File: config.mk
export PLATFORM = sky130hd
export DESIGN_NAME = tt_sweeper
export DESIGN_NICKNAME = d
export VERILOG_FILES = /design/src/rtl/tt_sweeper_pkg.sv /design/src/rtl/tt_sweeper_settle_timer.sv /design/src/rtl/tt_sweeper.sv
export SDC_FILE = /design/constraint.sdc
export NUM_CORES = 1
export LEC_CHECK = 0
export ABC_AREA = 1
export CORE_MARGIN = 2
export CORE_UTILIZATION = 45
export DETAILED_ROUTE_END_ITERATION = 8
export GPL_TIMING_DRIVEN = 0
export HOLD_SLACK_MARGIN = 0.05
export PLACE_DENSITY = 0.72
export SLEW_MARGIN = 40
export SYNTH_ARGS = -nofsm -noshare
export SYNTH_HDL_FRONTEND = slang
export SYNTH_SLANG_ARGS = --single-unit
File: constraint.sdc
create_clock -name clk -period 3.35 [get_ports clk]
set_input_delay 0.335 -clock clk [delete_from_list [all_inputs] [get_ports clk]]
set_output_delay 0.335 -clock clk [all_outputs]
set_load 0.01 [all_outputs]
File: src/rtl/tt_sweeper_pkg.sv
// Shared definitions for the truth-table sweeper: FSM state encoding
// and the upper bound on the per-vector settle time.
package tt_sweeper_pkg;

    typedef enum logic [1:0] {
        IDLE   = 2'd0,
        HOLD   = 2'd1,
        SAMPLE = 2'd2
    } state_t;

    localparam int SETTLE_MAX = 15;

endpackage

File: src/rtl/tt_sweeper_settle_timer.sv
// 4-bit loadable down-counter that times how long each vector is held.
// Ports: clk, rst (sync, active-high), load/value (reload), expire (count==1).
module settle_timer (
    input  logic       clk,
    input  logic       rst,
    input  logic       load,
    input  logic [3:0] value,
    output logic       expire
);

    logic [3:0] count;

    // Stops at zero so an idle timer never wraps back into expire.
    always_ff @(posedge clk) begin
        if (rst) begin
            count <= '0;
        end else if (load) begin
            count <= value;
        end else if (count != '0) begin
            count <= count - 4'd1;
        end
    end

    assign expire = (count == 4'd1);

endmodule

File: src/rtl/tt_sweeper.sv
// Exhaustive stimulus/response sweeper for a small combinational block:
// drives every input vector, samples y after a settle time, builds the
// truth table and compares it with a latched golden word.
// Ports: clk, rst, start, expected[TT_W] in; vec[N_IN], busy, done out;
//        y in; tt[TT_W], pass, err_count[N_IN+1], first_err[N_IN],
//        first_err_valid out.
module tt_sweeper
    import tt_sweeper_pkg::*;
#(
    parameter int N_IN   = 3,
    parameter int SETTLE = 1,
    parameter int TT_W   = 2 ** N_IN
) (
    input  logic              clk,
    input  logic              rst,
    input  logic              start,
    input  logic [TT_W-1:0]   expected,
    output logic [N_IN-1:0]   vec,
    input  logic              y,
    output logic              busy,
    output logic              done,
    output logic [TT_W-1:0]   tt,
    output logic              pass,
    output logic [N_IN:0]     err_count,
    output logic [N_IN-1:0]   first_err,
    output logic              first_err_valid
);

    if (SETTLE < 1 || SETTLE > SETTLE_MAX) begin : g_bad_settle
        $error("tt_sweeper: SETTLE must be within 1..15");
    end

    if (TT_W != 2 ** N_IN) begin : g_bad_ttw
        $error("tt_sweeper: TT_W is derived and must equal 2**N_IN");
    end

    localparam logic [N_IN-1:0] VEC_LAST = '1;

    function automatic logic [N_IN:0] popcount(input logic [TT_W-1:0] v);
        logic [N_IN:0] n;
        n = '0;
        for (int i = 0; i < TT_W; i++) begin
            n = n + {{N_IN{1'b0}}, v[i]};
        end
        return n;
    endfunction

    // Scan from the top so the last hit is the lowest set bit.
    function automatic logic [N_IN-1:0] lowest_set(input logic [TT_W-1:0] v);
        logic [N_IN-1:0] idx;
        idx = '0;
        for (int i = TT_W - 1; i >= 0; i--) begin
            if (v[i]) begin
                idx = N_IN'(i);
            end
        end
        return idx;
    endfunction

    state_t            state;
    state_t            state_nxt;
    logic              expire;
    logic              last;
    logic              accept;
    logic              capture;
    logic              finish;
    logic              load;
    logic [TT_W-1:0]   exp_q;
    logic [TT_W-1:0]   tt_nxt;
    logic [TT_W-1:0]   diff;

    assign last = (vec == VEC_LAST);

    // State register
    always_ff @(posedge clk) begin
        if (rst) begin
            state <= IDLE;
        end else begin
            state <= state_nxt;
        end
    end

    // Next-state logic
    always_comb begin
        state_nxt = state;
        unique case (state)
            IDLE:    if (start)  state_nxt = HOLD;
            HOLD:    if (expire) state_nxt = SAMPLE;
            SAMPLE:  state_nxt = last ? IDLE : HOLD;
            default: state_nxt = IDLE;
        endcase
    end

    // Control outputs decoded from the state
    always_comb begin
        accept  = (state == IDLE) && start;
        capture = (state == SAMPLE);
        finish  = capture && last;
        load    = accept || (capture && !last);
        busy    = (state != IDLE);
    end

    settle_timer u_timer (
        .clk    (clk),
        .rst    (rst),
        .load   (load),
        .value  (4'(SETTLE)),
        .expire (expire)
    );

    always_comb begin
        tt_nxt      = tt;
        tt_nxt[vec] = y;
        diff        = tt_nxt ^ exp_q;
    end

    always_ff @(posedge clk) begin
        if (rst) begin
            vec             <= '0;
            done            <= 1'b0;
            tt              <= '0;
            exp_q           <= '0;
            pass            <= 1'b0;
            err_count       <= '0;
            first_err       <= '0;
            first_err_valid <= 1'b0;
        end else begin
            done <= 1'b0;
            if (accept) begin
                exp_q           <= expected;
                vec             <= '0;
                tt              <= '0;
                pass            <= 1'b0;
                err_count       <= '0;
                first_err       <= '0;
                first_err_valid <= 1'b0;
            end
            if (capture) begin
                tt <= tt_nxt;
                if (finish) begin
                    done            <= 1'b1;
                    pass            <= (diff == '0);
                    err_count       <= popcount(diff);
                    first_err       <= lowest_set(diff);
                    first_err_valid <= (diff != '0);
                end else begin
                    vec <= vec + 1'b1;
                end
            end
        end
    end

endmodule

==> metrics.txt, run 1 <==
# TYPE chip_impl_metric gauge
chip_impl_metric{name="per_cell_via_count_in_the_routed_design",unit=""} 5.043
chip_impl_info{name="class_of_the_worst_hold_path",value="reg2reg"} 1
chip_impl_info{name="timing_worst_setup_path_type",value="reg2reg"} 1
chip_impl_metric{name="final_min_period_over_clock_period",unit="%"} 105.2
chip_impl_metric{name="synth.cell_area",unit="µm²"} 2007
chip_impl_metric{name="globalplace.congestion",unit=""} 0.8236
chip_impl_metric{name="final_period_demand_of_the_worst_path",unit="ps"} 3523
chip_impl_metric{name="crit_required",unit="ps"} 3570
chip_impl_metric{name="insertion_delay",unit="ps"} 290
chip_impl_metric{name="timing.critical_path.slowest_cell_delay",unit="ps"} 510
chip_impl_metric{name="placementRows",unit=""} 24
chip_impl_metric{name="timing.max_cap.violations",unit=""} 0
chip_impl_metric{name="p_clk_share",unit="%"} 24.4
chip_impl_metric{name="yosysSeqAreaShare",unit="%"} 34.91
chip_impl_metric{name="portBuffers",unit=""} 33
chip_impl_metric{name="finalNonFillerCells",unit=""} 374
chip_impl_metric{name="final_antenna_net_count",unit=""} 0
chip_impl_metric{name="cts_hold_repair.buffers",unit=""} 0
chip_impl_info{name="tritoncts_clock_tree",value="built"} 1
chip_impl_info{name="worstReg2RegEnd",value="err_count[2]"} 1
chip_impl_metric{name="fp.dieH",unit="µm"} 70.78
chip_impl_metric{name="num-nets-final",unit=""} 346
chip_impl_metric{name="h_tree_lvls",unit=""} 2
chip_impl_metric{name="power_frac_seq",unit="%"} 34.3
chip_impl_metric{name="grt_overflow_total",unit=""} 0
chip_impl_metric{name="leakage",unit="nW"} 1.203
chip_impl_metric{name="cp_max_fo",unit=""} 2
chip_impl_metric{name="grt_util_all_layers",unit="%"} 22.19
chip_impl_metric{name="route.vias.total",unit=""} 1886
chip_impl_metric{name="antennaDiodeCount",unit=""} 0
chip_impl_metric{name="count_of_flip_flops_with_a_built_in_enable_after_synthesis",unit=""} 0
chip_impl_info{name="largest_area_contributor_in_the_synthesized_netlist",value="dfxtp_1"} 1
chip_impl_info{name="violations",value="negative setup slack"} 1
chip_impl_metric{name="drcViolationCount",unit=""} 0
chip_impl_metric{name="initial_antenna_violation_count",unit=""} 0
chip_impl_metric{name="synth_async_sr_flop_share",unit="%"} 0
chip_impl_info{name="run_status",value="complete, but fails checks"} 1
chip_impl_metric{name="grt_pass1_vias",unit=""} 1880
chip_impl_metric{name="first_iter_violations",unit=""} 93
chip_impl_metric{name="internal_power",unit="W"} 0.0009142
chip_impl_metric{name="ys_seq_elements",unit=""} 35
chip_impl_info{name="dominantRegCellSynth",value="dfxtp_1"} 1
chip_impl_metric{name="numCtsBuffers",unit=""} 5
chip_impl_metric{name="effective_utilization_at_floorplan",unit="%"} 46.41
chip_impl_metric{name="synthesis.nets",unit=""} 284
chip_impl_metric{name="clk_transition_reported_paths",unit="ps"} 70
chip_impl_info{name="clock-root-buffer",value="clkbuf_8"} 1
chip_impl_info{name="synth_common_cells",value="nand2_1 (49), dfxtp_1 (35), inv_1 (31)"} 1
chip_impl_metric{name="cts_sink_cnt",unit=""} 35
chip_impl_metric{name="cts_max_path_buffers",unit=""} 2
chip_impl_metric{name="core-area",unit="µm²"} 4324
chip_impl_metric{name="final-max-slew-violation-count",unit=""} 0
chip_impl_info{name="yosys.cell_count.top_type",value="nand2_1"} 1
chip_impl_metric{name="grt_first_pass_wirelength",unit="µm"} 8728
chip_impl_metric{name="top_level_ports",unit=""} 34
chip_impl_metric{name="numPlacedInstances",unit=""} 344
chip_impl_metric{name="synthesis.area_per_instance",unit="µm²"} 7.749
chip_impl_info{name="slowest_stage",value="fa_1"} 1
chip_impl_metric{name="timing.critical_path.arrival",unit="ps"} 3740
chip_impl_metric{name="worst-r2r-setup-slack",unit="ps"} -170
chip_impl_info{name="post_synth_main_area_contributors",value="dfxtp_1 (35%), nand2_1 (9.2%), inv_1 (5.8%), ha_1 (5.6%), nand3_1 (5.2%)"} 1
chip_impl_metric{name="timing.slew.headroom",unit="%"} 65.09
chip_impl_metric{name="worst_slew_pin_slew",unit="ps"} 523.6
chip_impl_metric{name="die_area",unit="µm²"} 5010
chip_impl_metric{name="hpwlAfterDp",unit="µm"} 3320
chip_impl_metric{name="comb_power_share",unit="%"} 41.3
chip_impl_metric{name="max_freq",unit="MHz"} 283.8
chip_impl_info{name="grt_setup_unrepaired",value="true"} 1
chip_impl_metric{name="timing_hold_violations_final",unit=""} 0
chip_impl_info{name="reg2reg_from",value="vec[1]"} 1
chip_impl_metric{name="netlist_instances",unit=""} 259
chip_impl_info{name="worst_setup_path_endpoint",value="err_count[2]"} 1
chip_impl_metric{name="r2r.worst_path.cells",unit=""} 17
chip_impl_info{name="worstSetupStartpoint",value="vec[1]"} 1
chip_impl_metric{name="wl_per_cell",unit="µm"} 13.20
chip_impl_metric{name="detailedRoute.firstPassIterationCount",unit=""} 4
chip_impl_metric{name="fin_util",unit="%"} 63.92
chip_impl_metric{name="vdd_drop_max",unit="µV"} 429.4
chip_impl_info{name="critPathCaptureType",value="flop"} 1
chip_impl_info{name="worst_setup_path_start_kind",value="flop"} 1
chip_impl_metric{name="layout-area-overhead-vs-synth",unit="%"} 37.72
chip_impl_metric{name="floorplan.die.width",unit="µm"} 70.78
chip_impl_metric{name="finalSetupViolations",unit=""} 2
chip_impl_metric{name="p_sw_share",unit="%"} 35.72
chip_impl_metric{name="post-synth-top-area-fraction",unit="%"} 34.91
chip_impl_metric{name="postRouteWirelength",unit="µm"} 4937
chip_impl_metric{name="ys.warnings.count",unit=""} 0
chip_impl_metric{name="fin_skew",unit="ps"} 4.495
chip_impl_metric{name="pwr_density_cell",unit="nW/µm²"} 514.6
chip_impl_metric{name="finalWorstSetupSlack",unit="ps"} -173.4
chip_impl_info{name="list_of_cells_traversed_by_the_critical_path",value="buf_8 -> nor2_4 -> nand2_4 -> nor2_4 -> a21oi_4 -> xnor2_2 -> inv_2 -> fa_1 -> fa_1 -> fa_1 -> inv_2 -> ha_4 -> inv_2 -> fa_2 -> xnor2_2 -> nand2_1 -> a21oi_1"} 1
chip_impl_metric{name="switching_power_summed_over_all_nets",unit="W"} 0.0005080
chip_impl_metric{name="grt_max_degree",unit=""} 11
chip_impl_metric{name="drive_above_1_share",unit="%"} 27.95
chip_impl_metric{name="yosysUniqueCellTypes",unit=""} 35
[cell usage in the layout (no fill, tap or decap), types with 3 or more instances in the layout]
master and count:
a21oi_1 16, clkbuf_8 7, inv_1 28, nand4_1 5, fa_1 3, nand2_2 9, ha_1 7, clkdlybuf4s50_1 32
inv_2 10, nor2_4 4, dfxtp_1 32, nor2_2 3, o21ai_0 12, buf_4 22, nand2_1 48, nand3_1 21
or2_2 3, clkbuf_1 4, nor2_1 14, nand3_2 6
[power groups by stage]
stage	Combinational, W	Clock [W]	Sequential (W)
final	0.000588	0.000347	0.000488
after global routing	0.000672	0.000373	0.000494
after CTS	0.000552	0.000353	0.000488
after detailed placement	0.000468	0	0.000496
after global placement	0.000456	0	0.000495
after floorplan	0.000357	0	0.000492
[kinds of logic after synthesis]
logic type	synth area share, %
adder cells (fa/ha/maj)	9.601
buffers and inverters	9.477
AND/OR/NAND/NOR	32.17
XOR/XNOR	3.803
flip-flops	34.91
AO/OA/AOI/OAI	10.04
[worst min path at each step]
stage | to | cells after the start | startpoint | slack [ps]
2_1_floorplan | u_timer.count[0] | 1 | rst | 400
3_3_place_gp | first_err[0] | 2 | first_err[0] | 440
3_5_place_dp | first_err_valid | 2 | first_err_valid | 440
4_1_cts | first_err[2] | 2 | first_err[2] | 460
5_1_grt | first_err_valid | 2 | first_err_valid | 470
6_report | first_err_valid | 2 | first_err_valid | 460
[area by class of cell]
class / count / area (µm²)
buffer: 6 / 52.55
clock buffer: 8 / 100.1
fill: 373 / 1560
inverter: 39 / 148.9
multi-input combinational: 179 / 1196
sequential: 35 / 706.9
tap: 52 / 65.06
timing repair buffer: 55 / 494.2
[sequential cells by signal (all words and copies together), names as in the netlist]
| name | count |
|---|---|
| exp_q | 8 |
| tt | 8 |
| err_count | 4 |
| u_timer.count | 4 |
| first_err | 3 |
| vec | 3 |
| state | 2 |
| done | 1 |
| first_err_valid | 1 |
| pass | 1 |
[layer usage]
layer	GRT usage, %	routed length (µm)	part of all wire, %	vias to the layer above
met3	4.843	280	5.7	12
met2	34.79	2342	47	58
met4	10.48	110	2.2	0
met1	29.17	2204	45	870
li1	-	-	-	946
met5	0	0	0	-
[timing repair]
item                       4_1_cts  5_1_grt
gates resized for setup         17        6
pin swaps                        8        6
setup endpoints to repair        4        6
buffers inserted                24        2
gates cloned                     0        0
[through the flow]
| step | TNS [ps] | setup WS (ps) | hold slack, ps | instance area, µm² | power [W] |
|---|---|---|---|---|---|
| after floorplan | -239.4 | -132.0 | 404.1 | 2013 | 0.0008494 |
| after global routing | -586.1 | -309.1 | 473.7 | 2764 | 0.001539 |
| after CTS | -257.0 | -145.8 | 456.2 | 2745 | 0.001393 |
| after detailed placement | -2293 | -743.9 | 439.7 | 2409 | 0.0009634 |
| final | -268.7 | -173.4 | 455.3 | 2764 | 0.001422 |
| after global placement | -2115 | -707.5 | 441.6 | 2409 | 0.0009502 |
[critical path: cells and delay by family (launching register included)]
kind                     cells  cell delay [ps]
adder cells (fa/ha/maj)      5             1870
AND/OR/NAND/NOR              4              410
flip-flops                   1              350
XOR/XNOR                     2              340
buffers and inverters        4              300
AO/OA/AOI/OAI                2              180
Note: power is estimated with default switching activity, not from simulation.
==> run 2, diff against run 1 <==
--- a/config.mk
+++ b/config.mk
@@ -6,8 +6,10 @@
 export NUM_CORES = 1
 export LEC_CHECK = 0
 export ABC_AREA = 1
+export CAP_MARGIN = 10
 export CORE_MARGIN = 2
 export CORE_UTILIZATION = 45
+export CTS_CLUSTER_SIZE = 30
 export DETAILED_ROUTE_END_ITERATION = 8
 export GPL_TIMING_DRIVEN = 0
 export HOLD_SLACK_MARGIN = 0.05
==> results of run 2 <==
The final DEF is identical to that of run 1; final timing and power are the same.
==> run 3, diff against run 2 <==
--- a/config.mk
+++ b/config.mk
@@ -9,9 +9,8 @@
 export CAP_MARGIN = 10
 export CORE_MARGIN = 2
 export CORE_UTILIZATION = 45
-export CTS_CLUSTER_SIZE = 30
 export DETAILED_ROUTE_END_ITERATION = 8
-export GPL_TIMING_DRIVEN = 0
+export GPL_TIMING_DRIVEN = 1
 export HOLD_SLACK_MARGIN = 0.05
 export PLACE_DENSITY = 0.72
 export SLEW_MARGIN = 40
==> metrics.txt, run 3 (synthesis results as in run 1) <==
# TYPE chip_impl_metric gauge
chip_impl_metric{name="grt_pass1_vias",unit=""} 1778
chip_impl_metric{name="r2r.worst_path.cells",unit=""} 16
chip_impl_metric{name="core-area",unit="µm²"} 4324
chip_impl_info{name="reg2reg_from",value="vec[1]"} 1
chip_impl_metric{name="max_freq",unit="MHz"} 283.8
chip_impl_metric{name="worst_slew_pin_slew",unit="ps"} 600.3
chip_impl_metric{name="multi_input_gate_area_in_the_final_layout",unit="µm²"} 1147
chip_impl_metric{name="detailed_place.area",unit="µm²"} 2465
chip_impl_metric{name="finalSetupViolations",unit=""} 2
chip_impl_metric{name="postRouteWirelength",unit="µm"} 4680
chip_impl_info{name="final_cell_mix",value="nand2_1 (48), dfxtp_1 (32), clkdlybuf4s50_1 (32)"} 1
chip_impl_metric{name="timing.max_cap.violations",unit=""} 0
chip_impl_metric{name="final_period_demand_of_the_worst_path",unit="ps"} 3524
chip_impl_metric{name="die_area",unit="µm²"} 5010
chip_impl_metric{name="final-max-slew-violation-count",unit=""} 0
chip_impl_metric{name="portBuffers",unit=""} 33
chip_impl_metric{name="fill_cells",unit=""} 407
chip_impl_metric{name="detailedRoute.firstPassIterationCount",unit=""} 4
chip_impl_metric{name="cts_sink_cnt",unit=""} 35
chip_impl_info{name="tritoncts_clock_tree",value="built"} 1
chip_impl_metric{name="route.vias.total",unit=""} 1808
chip_impl_metric{name="power.total",unit="W"} 0.001281
chip_impl_metric{name="layout-area-overhead-vs-synth",unit="%"} 28.62
chip_impl_metric{name="grt_util_all_layers",unit="%"} 20.23
chip_impl_info{name="violations",value="negative setup slack"} 1
chip_impl_info{name="critPathCaptureType",value="flop"} 1
chip_impl_metric{name="grt_max_degree",unit=""} 17
chip_impl_metric{name="globalplace.congestion",unit=""} 0.8473
chip_impl_metric{name="hold_path_depth",unit=""} 2
chip_impl_metric{name="insertion_delay",unit="ps"} 290
chip_impl_metric{name="timing_hold_violations_final",unit=""} 0
chip_impl_metric{name="fp.dieH",unit="µm"} 70.78
chip_impl_metric{name="final-seq-area",unit="µm²"} 709.4
chip_impl_metric{name="finalWorstSetupSlack",unit="ps"} -173.9
chip_impl_metric{name="timing.critical_path.arrival",unit="ps"} 3730
chip_impl_info{name="grt_setup_unrepaired",value="true"} 1
chip_impl_metric{name="fin_skew",unit="ps"} 14.29
chip_impl_metric{name="leakage",unit="nW"} 1.118
chip_impl_metric{name="hpwlAfterDp",unit="µm"} 3416
chip_impl_metric{name="first_iter_violations",unit=""} 128
chip_impl_metric{name="per_cell_via_count_in_the_routed_design",unit=""} 5.036
chip_impl_metric{name="initial_antenna_violation_count",unit=""} 0
chip_impl_metric{name="pwr_density_cell",unit="nW/µm²"} 496.1
chip_impl_metric{name="drive_above_1_share",unit="%"} 23.45
chip_impl_info{name="timing_worst_setup_path_type",value="reg2reg"} 1
chip_impl_metric{name="fin_tns_setup",unit="ps"} -222.8
chip_impl_metric{name="drcViolationCount",unit=""} 0
chip_impl_metric{name="floorplan.die.width",unit="µm"} 70.78
chip_impl_metric{name="crit_required",unit="ps"} 3550
chip_impl_info{name="class_of_the_worst_hold_path",value="reg2reg"} 1
chip_impl_metric{name="worst-r2r-setup-slack",unit="ps"} -170
chip_impl_info{name="reg_top3",value="exp_q x8, tt x8"} 1
chip_impl_metric{name="num-nets-final",unit=""} 332
chip_impl_metric{name="cp_max_fo",unit=""} 4
chip_impl_info{name="startpoint_of_the_tightest_hold_check_path",value="first_err[1]"} 1
chip_impl_metric{name="vdd_drop_max",unit="µV"} 366.7
chip_impl_metric{name="numCtsBuffers",unit=""} 5
chip_impl_info{name="timing.hold.worst_endpoint",value="first_err[1]"} 1
chip_impl_info{name="worstReg2RegEnd",value="err_count[2]"} 1
chip_impl_metric{name="top_level_ports",unit=""} 34
chip_impl_metric{name="placementRows",unit=""} 24
chip_impl_metric{name="timing.slew.headroom",unit="%"} 59.88
chip_impl_metric{name="grt_first_pass_wirelength",unit="µm"} 8045
chip_impl_info{name="worst_setup_path_start_kind",value="flop"} 1
chip_impl_metric{name="grt_overflow_total",unit=""} 0
chip_impl_info{name="mostFrequentLayoutCell",value="nand2_1"} 1
chip_impl_metric{name="cts_max_path_buffers",unit=""} 2
chip_impl_info{name="clock-root-buffer",value="clkbuf_8"} 1
chip_impl_metric{name="clk_transition_reported_paths",unit="ps"} 80
chip_impl_metric{name="h_tree_lvls",unit=""} 2
chip_impl_metric{name="final_antenna_net_count",unit=""} 0
chip_impl_metric{name="wl_per_cell",unit="µm"} 13.04
chip_impl_metric{name="effective_utilization_at_floorplan",unit="%"} 46.41
chip_impl_metric{name="fin_util",unit="%"} 59.69
chip_impl_info{name="worstSetupStartpoint",value="vec[1]"} 1
chip_impl_metric{name="antennaDiodeCount",unit=""} 0
chip_impl_info{name="run_status",value="complete, but fails checks"} 1
chip_impl_metric{name="finish.instance_area",unit="µm²"} 2581
chip_impl_metric{name="final_min_period_over_clock_period",unit="%"} 105.2
==> run 3: cell count changes in the layout (fill, tap and decap cells not counted), sizes merged <==
cell	before	now
buf	25	14
clkbuf	11	7
==> run 3: final cells by class <==
type / count / share of cell area (%)
clock buffer: 7 / 2.957
inverter: 39 / 5.768
multi-input combinational: 179 / 44.45
sequential: 35 / 27.48
tap: 52 / 2.521
timing repair buffer: 47 / 16.82
==> run 3: through the flow <==
step | std cells | setup slack (ps) | hold slack, ps
after detailed placement | 351 | -606.2 | 443.5
after CTS | 358 | -156.5 | 457.5
after global routing | 359 | -314.2 | 488.4
after floorplan | 259 | -132.0 | 404.1
after global placement | 351 | -497.6 | 440.3
final | 359 | -173.9 | 456.5
==> run 3: worst max path at each step <==
stage / end / slack [ps]
floorplan: err_count[2] / -130
global placement: err_count[2] / -500
detailed placement: err_count[2] / -610
CTS: err_count[2] / -160
global route: err_count[2] / -310
finish: err_count[2] / -170
==> run 3: power breakdown <==
part           total, W  switching (W)  leakage (nW)  internal [W]
sequential     0.000491      0.0000329         0.287      0.000458
clock          0.000288       0.000145        0.0383      0.000143
combinational  0.000502       0.000286         0.793      0.000216
==> run 3: critical path, cell delays in order, from the launching register on <==
cell and delay [ps]:
dfxtp_4 360, nor2_4 160, nand2_4 80, nor2_4 100, a21oi_2 50, xnor2_1 190
inv_1 100, fa_1 450, fa_1 510, fa_1 410, inv_1 70, ha_2 180
inv_2 40, fa_2 350, xnor2_2 160, nand2_1 60, a21oi_1 150
==> run 3: per-layer routing <==
layer	track usage, %	up-vias	part of all wire (%)
li1	-	926	-
met1	26.40	831	46
met2	33.13	45	48
met3	4.843	6	4.9
met4	6.499	0	1.4
met5	0	-	0
==> run 3: what timing repair did <==
item,in CTS,in global routing
gates cloned,0,0
buffers inserted,0,1
hold buffers,0,0
pin swaps,5,2
endpoints found under the setup margin,2,2
endpoints found under the hold margin,0,0
gates resized for setup,8,4
